==> config.mk <==
export PLATFORM = sky130hd
export DESIGN_NAME = multiplier_controller_taint_track_1bit
export DESIGN_NICKNAME = d
export VERILOG_FILES = /design/src/rtl/multiplier_controller_taint_track_1bit_pkg.sv /design/src/rtl/multiplier_controller_taint_track_1bit.sv
export SDC_FILE = /design/constraint.sdc
export NUM_CORES = 1
export LEC_CHECK = 0
export BUFFER_PORTS_ARGS = -buffer_cell sky130_fd_sc_hd__buf_4
export CAP_MARGIN = 5
export CORE_AREA = 2 2 39 41
export CTS_BUF_LIST = sky130_fd_sc_hd__clkbuf_8
export CTS_CLUSTER_DIAMETER = 30
export DETAILED_ROUTE_END_ITERATION = 16
export DIE_AREA = 0 0 41 43
export GPL_TIMING_DRIVEN = 0
export PLACE_DENSITY_LB_ADDON = 0.08
export SETUP_SLACK_MARGIN = 0.1
export SLEW_MARGIN = 20
export SYNTH_ARGS = -nofsm -noshare
export SYNTH_HDL_FRONTEND = slang
export SYNTH_SLANG_ARGS = --single-unit
export TNS_END_PERCENT = 30
==> constraint.sdc <==
create_clock -name clk -period 1.1 [get_ports clk]
set_input_delay 0.11 -clock clk [delete_from_list [all_inputs] [get_ports clk]]
set_output_delay 0.11 -clock clk [all_outputs]
set_load 0.02 [all_outputs]
==> src/rtl/multiplier_controller_taint_track_1bit_pkg.sv <==
// Shared definitions for the taint-tracking shift-add multiplier: state encoding
// and default operand width, imported by controller, datapath and wrapper.
package multiplier_controller_taint_track_1bit_pkg;

  localparam int DEFAULT_WIDTH = 4;

  typedef enum logic [2:0] {
    ST_IDLE  = 3'd0,
    ST_INIT  = 3'd1,
    ST_ADD   = 3'd2,
    ST_SHIFT = 3'd3,
    ST_DONE  = 3'd4
  } state_e;

endpackage

==> src/rtl/multiplier_controller_taint_track_1bit.sv <==
// Control FSM for the sequential shift-add multiplier with a sticky 1-bit
// control taint that follows caller-supplied and data-dependent taint.
module multiplier_controller_taint_track_1bit
  import multiplier_controller_taint_track_1bit_pkg::*;
#(
  parameter int WIDTH = DEFAULT_WIDTH
) (
  input  logic             clk,
  input  logic             rst,
  input  logic             start,
  input  logic             start_t,
  input  logic [WIDTH-1:0] multiplierReg,
  input  logic             multiplierReg_t,
  output logic             mrld,
  output logic             mrld_t,
  output logic             mdld,
  output logic             mdld_t,
  output logic             rsclear,
  output logic             rsclear_t,
  output logic             rsload,
  output logic             rsload_t,
  output logic             rsshr,
  output logic             rsshr_t,
  output logic             done,
  output logic             done_t,
  output logic             busy
);

  localparam int CW = (WIDTH > 1) ? $clog2(WIDTH) : 1;
  localparam logic [CW-1:0] LAST_BIT = CW'(WIDTH - 1);

  state_e        r_state;
  state_e        w_state_nxt;
  logic [CW-1:0] r_cnt;
  logic [CW-1:0] w_cnt_nxt;
  logic          r_ctrl_t;
  logic          w_ctrl_t_nxt;

  // State, bit counter and sticky control taint registers.
  always_ff @(posedge clk or posedge rst) begin
    if (rst) begin
      r_state  <= ST_IDLE;
      r_cnt    <= '0;
      r_ctrl_t <= 1'b0;
    end else begin
      r_state  <= w_state_nxt;
      r_cnt    <= w_cnt_nxt;
      r_ctrl_t <= w_ctrl_t_nxt;
    end
  end

  // Taint is only picked up while waiting for a request and never cleared.
  always_comb begin
    if (r_state == ST_IDLE && start_t) begin
      w_ctrl_t_nxt = 1'b1;
    end else begin
      w_ctrl_t_nxt = r_ctrl_t;
    end
  end

  // Next-state and strobe decode from the state register.
  always_comb begin
    w_state_nxt = r_state;
    w_cnt_nxt   = r_cnt;
    mrld        = 1'b0;
    mdld        = 1'b0;
    rsclear     = 1'b0;
    rsload      = 1'b0;
    rsshr       = 1'b0;
    done        = 1'b0;
    case (r_state)
      ST_IDLE: begin
        if (start) begin
          w_state_nxt = ST_INIT;
        end else begin
          w_state_nxt = ST_IDLE;
        end
      end
      ST_INIT: begin
        mrld        = 1'b1;
        mdld        = 1'b1;
        rsclear     = 1'b1;
        w_cnt_nxt   = '0;
        w_state_nxt = ST_ADD;
      end
      ST_ADD: begin
        rsload      = multiplierReg[r_cnt];
        w_state_nxt = ST_SHIFT;
      end
      ST_SHIFT: begin
        rsshr = 1'b1;
        // Counter holds at the last bit so it never wraps inside an operation.
        if (r_cnt == LAST_BIT) begin
          w_state_nxt = ST_DONE;
        end else begin
          w_cnt_nxt   = r_cnt + CW'(1);
          w_state_nxt = ST_ADD;
        end
      end
      ST_DONE: begin
        done        = 1'b1;
        w_state_nxt = ST_IDLE;
      end
      default: begin
        w_state_nxt = ST_IDLE;
      end
    endcase
  end

  assign busy      = (r_state != ST_IDLE);
  assign mrld_t    = r_ctrl_t;
  assign mdld_t    = r_ctrl_t;
  assign rsclear_t = r_ctrl_t;
  assign rsshr_t   = r_ctrl_t;
  assign done_t    = r_ctrl_t;
  // Only the add decision looks at multiplier data, so only it inherits that taint.
  assign rsload_t  = r_ctrl_t | ((r_state == ST_ADD) & multiplierReg_t);

endmodule

==> impl_metrics.json <==
{
  "status": "finished, violations left",
  "violations": "negative setup slack",
  "io_pins": 22,
  "worst-r2r-setup-slack_ns": -0.19,
  "report.final.hold_viol_count": 0,
  "layout.nets": 78,
  "whs_ns": 0.101,
  "r2r_cells": 5,
  "hold_path_class": "input port to flip-flop",
  "area_growth_pct": 109,
  "power_density_nw_per_um2": 2470,
  "grt_pass1_vias": 331,
  "core_area_um2": 1380,
  "clkTransAtPathRegs_ns": 0.04,
  "worstSetupPathType": "flip-flop to output port",
  "synth-seq-cells": 6,
  "slew_viol_final": 0,
  "ir_drop_v": 0.00125,
  "drc": 0,
  "grt_first_pass_wirelength_um": 1370,
  "synthXorXnorAreaFrac_pct": 0,
  "cts-root-buf": "clkbuf_8",
  "place.gp.congestion": 0.643,
  "tightest_slew_ns": 0.231,
  "vias_per_cell": 4.38,
  "rows": 14,
  "async_flop_share_pct": 100,
  "synthMuxAreaShare_pct": 6.16,
  "synth-compound-area-share_pct": 15.8,
  "clk_latency_ns": 0.22,
  "ys_seq_area_share_pct": 41.1,
  "yosysTopAreaCellShare_pct": 41.1,
  "synth_top_family_by_area": "simple AND/OR/NAND/NOR gates",
  "wl_per_cell_um": 11.2,
  "grt_usage_pct": 11.8,
  "synth_cells": 35,
  "numClockSinks": 6,
  "rsz0062_at_grt": "yes",
  "grt_overflow": 0,
  "via_count": 359,
  "hold_end": "r_state[0]$_DFF_PP0_",
  "numCtsBuffers": 3,
  "die-area_um2": 1760,
  "dieHeight_um": 43,
  "drive_gt1_share_pct": 75.8,
  "final.setup.tns_ns": -1.97,
  "worstPathArrival_ns": 1.36,
  "syn_nets": 45,
  "p_leak_nw": 0.349,
  "drv_cap": 0,
  "grt_max_degree": 9,
  "hpwl_um": 595,
  "finalWorstPathRequiredPeriod_ns": 1.47,
  "numPortBuffers": 21,
  "synth_fa_ha_area_share_pct": 3.42,
  "worstReg2RegStart": "r_cnt[0]$_DFFE_PP0P_",
  "antenna_found_initial": 0,
  "synthSimpleGateAreaFrac_pct": 16.8,
  "drtIter0Drc": 2,
  "crit_required_ns": 0.99,
  "setup_ws_ns": -0.368,
  "cts_tree": "done",
  "pre_cts_slack_ns": -0.220,
  "ys_types": 20,
  "period_share_pct": 133,
  "cts.path.max_buffers": 2,
  "synth-warning-count": 0,
  "synth_area_um2": 365,
  "critical_path.max_fanout": 2,
  "crit_path_start_kind": "flip-flop",
  "htree_levels": 1,
  "synth_commonest_cells": "6 x buf_4, 6 x dfrtp_1, 3 x inv_1",
  "yosysTopAreaCell": "dfrtp_1",
  "initial_core_util_pct": 26.4,
  "first_pass_iters": 2,
  "synth_area_leaders": "dfrtp_1 41%, buf_4 12%, mux4_2 6.2%",
  "finalSetupViolCount": 11,
  "ant_nets": 0,
  "n_antenna_cell": 0,
  "crit_path_end_kind": "output port",
  "maxSlewHeadroom_pct": 84.6,
  "max_freq_mhz": 681,
  "worstHoldPathCells": 2,
  "fin_skew_ns": 0.0000956,
  "rr_endpoint": "r_cnt[0]$_DFFE_PP0P_",
  "synth_edf_count": 0,
  "syn_avg_cell_area_um2": 10.4,
  "die_x_um": 41,
  "hold_start": "start",
  "ys.flop_type": "dfrtp_1",
  "wl_um": 921
}
[cell families (layout without fill, tap and decap cells)]
group | Yosys count | count (layout)
multiplexers | 1 | 1
buffers and inverters | 10 | 41
adder cells (fa/ha/maj) | 1 | 1
flip-flops | 6 | 6
AO/OA/AOI/OAI | 7 | 7
AND/OR/NAND/NOR | 10 | 10
[through the flow]
stage | area (um2) | total power [mW] | util (%) | cells
after detailed placement | 569 | 1.24 | 41.1 | 72
final | 764 | 1.89 | 55.2 | 82
after floorplan | 392 | 0.976 | - | 35
after CTS | 726 | 1.80 | 52.4 | 80
after global placement | 569 | 1.25 | 41.1 | 72
after global routing | 764 | 2.04 | 55.2 | 82
[state kept, by name (all words and copies together) (netlist names)]
signal	flops
r_state	3
r_cnt	2
done_t	1
[final cells by class]
class / instances / area (um2)
buffer: 7 / 75.1
clock buffer: 3 / 41.3
inverter: 3 / 11.3
timing repair buffer: 28 / 258
fill: 121 / 619
sequential: 6 / 154
multi-input combinational: 19 / 205
tap: 16 / 20.0
[cells in the final DEF (no fill, tap or decap), drive strengths merged, types with 2 or more instances in the layout]
cell type  count
nor2           2
dfrtp          6
o21bai         2
inv            3
nor3b          2
clkbuf         3
buf           34
[worst max-delay path, stage by stage (launching register included)]
cell and delay [ns]:
dfrtp_1 0.36, mux4_2 0.50, and3_4 0.16, buf_6 0.12
[repair_timing]
action / CTS / global route
setup buffers: 4 / 2
hold buffers: 1 / 0
endpoints found under the setup margin: 15 / 17
resized for setup: 19 / 7
pin swaps: 2 / 2
hold endpoints to repair: 6 / 0
[routing by layer]
layer	global-route usage [%]	vias to the layer above	share of wire, %
met5	0	-	0
met4	6.00	0	0
met3	3.14	0	4.2
met2	17.2	10	56
met1	15.3	168	40
li1	-	181	-
[power breakdown]
part           switching [mW]  internal (mW)  leakage (nW)
combinational           0.469          0.674         0.261
sequential              0.113          0.310        0.0664
clock                  0.0904          0.235        0.0216
total                   0.673           1.22         0.349
[how the worst max path moves through the flow]
stage | start | to | slack, ns | depth (start not counted)
6_report | r_cnt[0]$_DFFE_PP0P_ | rsload | -0.37 | 3
5_1_grt | r_cnt[0]$_DFFE_PP0P_ | rsload | -0.41 | 3
4_1_cts | r_cnt[0]$_DFFE_PP0P_ | rsload | -0.38 | 3
3_5_place_dp | r_cnt[0]$_DFFE_PP0P_ | rsload | -0.22 | 3
3_3_place_gp | r_cnt[0]$_DFFE_PP0P_ | rsload | -0.22 | 3
2_1_floorplan | r_cnt[0]$_DFFE_PP0P_ | r_cnt[0]$_DFFE_PP0P_ | -0.07 | 4
Note: power is estimated with default switching activity, not from simulation.
